**config.mk**
```make
export PLATFORM = sky130hd
export DESIGN_NAME = instr_sequencer
export DESIGN_NICKNAME = d
export VERILOG_FILES = /design/src/rtl/cpu_pkg.sv /design/src/rtl/instr_decode.sv /design/src/rtl/instr_sequencer.sv
export SDC_FILE = /design/constraint.sdc
export NUM_CORES = 1
export LEC_CHECK = 0
export ABC_CLOCK_PERIOD_IN_PS = 2090
export CORE_MARGIN = 2
export CORE_UTILIZATION = 40
export CTS_CLUSTER_DIAMETER = 150
export DETAILED_ROUTE_END_ITERATION = 8
export PLACE_DENSITY = 0.75
export RECOVER_POWER = 50
export SETUP_SLACK_MARGIN = 0.3
export SYNTH_ARGS = -nofsm -noshare
export SYNTH_HDL_FRONTEND = slang
export SYNTH_SLANG_ARGS = --single-unit
```
**constraint.sdc**
```tcl
create_clock -name clk -period 2.09 [get_ports clk]
set_clock_uncertainty 0.15 [all_clocks]
set_input_delay 0.5225 -clock clk [delete_from_list [all_inputs] [get_ports clk]]
set_output_delay 0.5225 -clock clk [all_outputs]
set_load 0.01 [all_outputs]
```
**src/rtl/cpu_pkg.sv**
```systemverilog
// Shared opcode constants, FSM states and instruction field positions.
package cpu_pkg;

    localparam logic [3:0] OP_NOP  = 4'b0000;
    localparam logic [3:0] OP_LOAD = 4'b0001;
    localparam logic [3:0] OP_ADD  = 4'b0010;
    localparam logic [3:0] OP_JMP  = 4'b1100;
    localparam logic [3:0] OP_HALT = 4'b1110;
    localparam logic [3:0] OP_OUT  = 4'b1111;

    localparam int OP_HI    = 15;
    localparam int OP_LO    = 12;
    localparam int RD_HI    = 11;
    localparam int RD_LO    = 9;
    localparam int IMMF_BIT = 7;
    localparam int RS_HI    = 6;
    localparam int RS_LO    = 4;
    localparam int IMM_HI   = 7;
    localparam int IMM_LO   = 0;

    typedef enum logic [2:0] {
        S_FETCH  = 3'd0,
        S_DECODE = 3'd1,
        S_EXEC   = 3'd2,
        S_WB     = 3'd3,
        S_HALT   = 3'd4
    } state_t;

endpackage

```
**src/rtl/instr_decode.sv**
```systemverilog
// Combinational decode of the instruction register into control fields.
module instr_decode
    import cpu_pkg::*;
#(
    parameter int INSTR_W = 16
) (
    input  logic [INSTR_W-1:0] ir,
    output logic [2:0]         rd,
    output logic [2:0]         rs,
    output logic [7:0]         imm,
    output logic               is_load,
    output logic               is_add,
    output logic               is_jmp,
    output logic               is_out,
    output logic               is_halt
);

    logic [3:0] opcode;
    logic       unused_bits;

    assign opcode  = ir[OP_HI:OP_LO];
    assign rd      = ir[RD_HI:RD_LO];
    assign rs      = ir[RS_HI:RS_LO];
    assign imm     = ir[IMM_HI:IMM_LO];

    // Undefined opcodes fall through every flag and therefore behave as NOP.
    assign is_load = (opcode == OP_LOAD);
    assign is_add  = (opcode == OP_ADD);
    assign is_jmp  = (opcode == OP_JMP);
    assign is_out  = (opcode == OP_OUT);
    assign is_halt = (opcode == OP_HALT);

    assign unused_bits = ^{ir[8], ir};

endmodule

```
**src/rtl/instr_sequencer.sv**
```systemverilog
// Four-cycle FETCH/DECODE/EXEC/WB sequencer driving register-file and output strobes from a ROM program.
module instr_sequencer
    import cpu_pkg::*;
#(
    parameter int ADDR_W  = 4,
    parameter int INSTR_W = 16
) (
    input  logic               clk,
    input  logic               rst,
    input  logic               run,
    output logic [ADDR_W-1:0]  rom_addr,
    input  logic [INSTR_W-1:0] rom_instr,
    output logic [2:0]         rf_raddr_a,
    output logic [2:0]         rf_raddr_b,
    output logic [2:0]         rf_waddr,
    output logic               rf_we,
    output logic               rf_wsel,
    output logic [7:0]         imm,
    output logic               alu_bsel,
    output logic               out_we,
    output logic               halted,
    output logic [ADDR_W-1:0]  pc
);

    state_t             state, next_state;
    logic [INSTR_W-1:0] ir;
    logic [ADDR_W-1:0]  pc_q;

    logic [2:0] d_rd, d_rs;
    logic [7:0] d_imm;
    logic       is_load, is_add, is_jmp, is_out, is_halt;

    instr_decode #(.INSTR_W(INSTR_W)) u_decode (
        .ir      (ir),
        .rd      (d_rd),
        .rs      (d_rs),
        .imm     (d_imm),
        .is_load (is_load),
        .is_add  (is_add),
        .is_jmp  (is_jmp),
        .is_out  (is_out),
        .is_halt (is_halt)
    );

    always_ff @(posedge clk or posedge rst) begin
        if (rst) begin
            state <= S_FETCH;
            pc_q  <= '0;
            ir    <= '0;
        end else begin
            state <= next_state;
            if (state == S_FETCH && run)
                ir <= rom_instr;
            if (state == S_WB && !is_halt)
                pc_q <= is_jmp ? ir[ADDR_W-1:0] : pc_q + {{(ADDR_W-1){1'b0}}, 1'b1};
        end
    end

    // Outputs decode from state and IR, both cleared by reset, so they drop to 0 with rst.
    always_comb begin
        next_state = state;
        rf_raddr_a = 3'd0;
        rf_raddr_b = 3'd0;
        rf_waddr   = 3'd0;
        rf_we      = 1'b0;
        rf_wsel    = 1'b0;
        imm        = 8'd0;
        alu_bsel   = 1'b0;
        out_we     = 1'b0;
        halted     = 1'b0;
        case (state)
            S_FETCH: begin
                if (run)
                    next_state = S_DECODE;
            end
            S_DECODE: begin
                rf_raddr_a = d_rd;
                rf_raddr_b = d_rs;
                next_state = S_EXEC;
            end
            S_EXEC: begin
                rf_raddr_a = d_rd;
                rf_raddr_b = d_rs;
                imm        = d_imm;
                rf_wsel    = is_load;
                alu_bsel   = is_add & d_imm[IMMF_BIT];
                next_state = S_WB;
            end
            S_WB: begin
                rf_raddr_a = d_rd;
                rf_raddr_b = d_rs;
                imm        = d_imm;
                rf_wsel    = is_load;
                alu_bsel   = is_add & d_imm[IMMF_BIT];
                rf_we      = is_load | is_add;
                rf_waddr   = (is_load | is_add) ? d_rd : 3'd0;
                out_we     = is_out;
                next_state = is_halt ? S_HALT : S_FETCH;
            end
            S_HALT: begin
                halted = 1'b1;
            end
            default: next_state = S_FETCH;
        endcase
    end

    assign pc       = pc_q;
    assign rom_addr = pc_q;

endmodule

```
Yosys cells after proc, flatten, opt, wreduce, memory -nomap -nowiden
Cells that the tools add are included.

Bits in registers: 23. Bits of input ports: 19. Output and inout port bits: 30.

Reduce and logical (&&, ||, !) cells: 7. Equality and inequality tests: 10. Multiplexer cells: 14. Add/sub/neg operators: 1. Bitwise operators: 3.

Operators with widths (count): two-way mux 3 bit (6); one-hot mux 3 bit (5 select lines) (1); == test 4 bit, second input constant (3); two-way mux 8 bit (1); == test 3 x 2 -> 1 bit, second input constant (2); two-way mux 1 bit (5); adder 4 x 1 -> 4 bit, second input constant (1); == test 4 x 1 -> 1 bit, second input constant (1); == test 4 x 2 -> 1 bit, second input constant (1); two-way mux 4 bit (1); == test 3 x 1 -> 1 bit, second input constant (1); == test 3 bit, second input constant (1); zero test 3 bit (1); OR reduction 3 bit (1); logical AND 1 bit (2); inequality test 2 bit, second input constant (1); AND reduction 2 bit (1); OR reduction 2 bit (1); bitwise AND 1 bit (1); zero test 1 bit (1); inverter 1 bit (1); bitwise OR 1 bit (1).

Depth between registers and ports, before layout
Word-level depth: 4. Gate-level depth with buffers: 5. Gate-level depth less buffers: 4.

Cells and area by module
A second synthesis with hierarchy kept.

Cell total of the unflattened synthesis: 117. Area, all modules: 1357.6 um^2.

By module, submodules not included: instr_sequencer (cells an instance 98, area an instance 1201.2 um^2, times used 1, sequential area each 575.6 um^2); instr_decode (cells an instance 19, area an instance 156.4 um^2, times used 1, sequential area each 0.0 um^2).

Least setup slack after synthesis
Ideal clock, no wire load.

Path type: register to output. From: reg state[2]. To: out alu_bsel. Required time: 1.417 ns. Slack: 0.193 ns. Arrival time: 1.224 ns. Stages on the path, launching flop included: 5. Path buffers: 1. Cells stage by stage: dfrtp_1 clkbuf_1 nor2b_1 and2_1 and3b_1.

Longest elaborated chain between the ends: 3.

Ends and longest elaborated chain: start: declaration (line instr_sequencer.sv:25) `state_t state, next_state;`; start signal: assignment (line instr_sequencer.sv:51) `state <= next_state;`; == test 3 x 2 -> 1 bit (line instr_sequencer.sv:71) `case (state)`; OR reduction 2 bit (no source line) (*); two-way mux 1 bit (*); end: declaration (line instr_sequencer.sv:19) `output logic alu_bsel,`.

Mark *: on every way between the ends. The rest lies on a longest branch, timed or not.

Final worst setup path
From: reg state[2]. To: out rf_waddr[0].

Longest elaborated chain between the ends: 2.

Ends and longest elaborated chain: == test 3 x 2 -> 1 bit (line instr_sequencer.sv:71); two-way mux 3 bit (line instr_sequencer.sv:71); end: declaration (line instr_sequencer.sv:15) `output logic [2:0] rf_waddr,`.

No other way between the ends.

==> out/qor.txt <==
outcome: finished, violations left
failing checks: negative setup slack
worst-path maximum fanout: 4
commonest non-fill, non-tap cells in the layout: 31 x buf_6, 20 x dfrtp_1, 18 x and2_4, 18 x buf_4, 16 x clkdlybuf4s50_1
# clock sinks: 22
Worst Setup Path Type: reg2out
GRT Util Overall: 0.2079
initial antenna violation count: 0
Layout area overhead: 75.23%
syn_area_per_cell: 11.01 µm²
clock share of power: 0.058
post-layout min period: 2.114 ns
highest routed layer: met4
routability congestion estimate: 0.7301
multi-input logic area: 724.4 µm²
cells after synthesis: 111
EDFF count, synth: 0
Die Y: 59.28 µm
final worst path period share: 1.012
clock latency at the later pin of the worst-skew pair: 0.30 ns
synth unique cells: 38
#FFs+latches synth: 22
max-slew violations: 0
Via Count: 1,124
clock tree buffer depth: 2
critical path launch point type: flop
Syn Nets: 131
Initial DRT Pass Iterations: 4
clock root cell: clkbuf_4
Setup crit end kind: output pin
Sw Ratio: 0.3536
CTS tree: done
Register-to-Register Setup Slack: 0.20 ns
setup violators final: 10
VDD IR max: 1.033 mV
Finished Layout Cells: 217
fillers: 209
Register Area: 553.0 µm²
I/O pin count: 49
DR iter-0 viols: 19
Power Density: 1533 nW/µm²
routed length on met3: 169 µm
switching power: 1.162 mW
placed insts: 197
detailed-route wire length per cell: 16.03 µm
Final WS setup: -0.02438 ns
CTS H-tree depth: 1
relative slew slack: 0.6166
share of layout cells above drive strength 1: 0.5543
Syn. warnings: 0
post-synthesis instance area: 1222 µm²
detailed placer's ending HPWL: 2323 µm
# nets final: 206
Total Wirelength: 3478 µm
commonest non-fill, non-tap cell in the layout: buf_6
Cell Area, Placed: 1804 µm²
initial core utilization: 0.4105
cts bufs inserted: 3
Hold Vio Cnt, Final: 0
GR Overflow Total: 0
sequential share of the synthesized area: 0.4504
fmax: 0.4730 GHz
I/O Buffers: 47
DRT antenna net count: 0
first-pass GRT wire length: 5444 µm
RSZ-0062 raised after global routing: true
Pleak: 1.043 nW
Site Rows: 20
sequential share of power: 0.251
DIE AREA: 3514 µm²
Ant. Diodes: 0
vias per inst: 5.180
Core Area: 2978 µm²
clock slew at reported path FFs: 0.12 ns
DR WL met2: 1901 µm
worst slew pin tran: 0.5752 ns
Crit path arrival time: 1.44 ns
Metal-1 WL: 1384 µm
Hold Buf Count CTS: 0
vias in the first global route: 1,133
largest net degree at the start of global routing: 23
post-synthesis async set-or-reset flop share: 1.000
design area: 2142 µm²
Worst EP required: 1.42 ns
Worst Hold Class: reg2reg
# DRC: 0
Chip Width: 59.28 µm
Max-Cap Viols: 0
Int Pwr: 2.123 mW
Synth Flop Type: dfrtp_1
Logic pwr share: 0.691
[timing repair]
item	4_1_cts	5_1_grt
gates cloned	1	0
pin swaps	20	5
buffers inserted	9	7
setup endpoints to repair	44	37
gates resized for setup	153	17
[synth_stat cells (2+ instances only)]
library cell	count	share of area
and2_1	18	0.092
buf_4	4	0.025
nand2_1	5	0.015
mux2i_1	2	0.016
nor2_1	6	0.018
inv_1	3	0.0092
and4b_1	2	0.016
nor3_1	3	0.012
dfrtp_1	22	0.45
mux2_2	15	0.14
buf_6	2	0.018
a211oi_1	2	0.012
clkbuf_1	2	0.0061
[per-stage QoR]
step / hold slack, ns / TNS, ns / power [mW] / utilization / setup slack (ns)
3_3_place_gp: 0.3366 / -0.3391 / 2.457 / 0.6059 / -0.07358
5_1_grt: 0.4057 / -0.9016 / 3.491 / 0.7193 / -0.08609
2_1_floorplan: 0.3220 / 0 / 1.710 / - / 0.2877
3_5_place_dp: 0.3473 / -1.357 / 2.519 / 0.6059 / -0.09926
4_1_cts: 0.3891 / -0.02633 / 3.090 / 0.6828 / -0.008484
6_report: 0.3888 / -0.1482 / 3.285 / 0.7193 / -0.02438
[per-layer routing]
| layer | global-route usage | vias up |
|---|---|---|
| met5 | 0 | - |
| met4 | 0.03896 | 0 |
| met3 | 0.03275 | 4 |
| met2 | 0.3815 | 38 |
| met1 | 0.2563 | 553 |
| li1 | - | 529 |
[path summary, 6_finish.rpt]
path / start / endpoint / depth (start not counted)
max in group asynchronous: rst / pc[1] / 3
max reg2reg: state[2] / ir[0] / 7
max: state[2] / rf_waddr[0] / 4
min reg2reg: ir[7] / ir[7] / 1
min in group asynchronous: rst / ir[9] / 3
min: ir[7] / ir[7] / 1
[sequential cells by signal, indices dropped and copies added (netlist names)]
name	flops
ir	15
pc	4
state	3
[logic make-up (layout without fill, tap and decap cells)]
| group | Yosys count | in the layout | synth area share |
|---|---|---|---|
| xor+xnor | 2 | 2 | 0.01433 |
| mux | 17 | 17 | 0.1546 |
| simple gates | 47 | 47 | 0.2518 |
| compound gates | 9 | 9 | 0.05220 |
| fa+ha+maj | 1 | 1 | 0.01023 |
| flops | 22 | 22 | 0.4504 |
| buf+inv | 13 | 86 | 0.06652 |
[power by group through the flow]
| stage | Sequential (mW) | Combinational (mW) | Clock [mW] |
|---|---|---|---|
| after global routing | 0.856 | 2.42 | 0.214 |
| after global placement | 0.819 | 1.64 | 0 |
| after CTS | 0.815 | 2.08 | 0.196 |
| after detailed placement | 0.840 | 1.68 | 0 |
| after floorplan | 0.804 | 0.905 | 0 |
| final | 0.824 | 2.27 | 0.190 |
[critical path: stages, from the launching register on]
cell and delay (ns):
dfrtp_1 0.43, and3b_2 0.26, and3_4 0.20, and2_4 0.15
buf_6 0.10
[area by class of cell]
type / instances / share of cell area
clock buffers: 3 / 0.01051
inverters: 3 / 0.005257
multi-input cells: 76 / 0.3382
flip-flops and latches: 22 / 0.2582
well taps: 33 / 0.01928
repair buffers: 80 / 0.3686
Note: power is estimated with default switching activity, not from simulation.
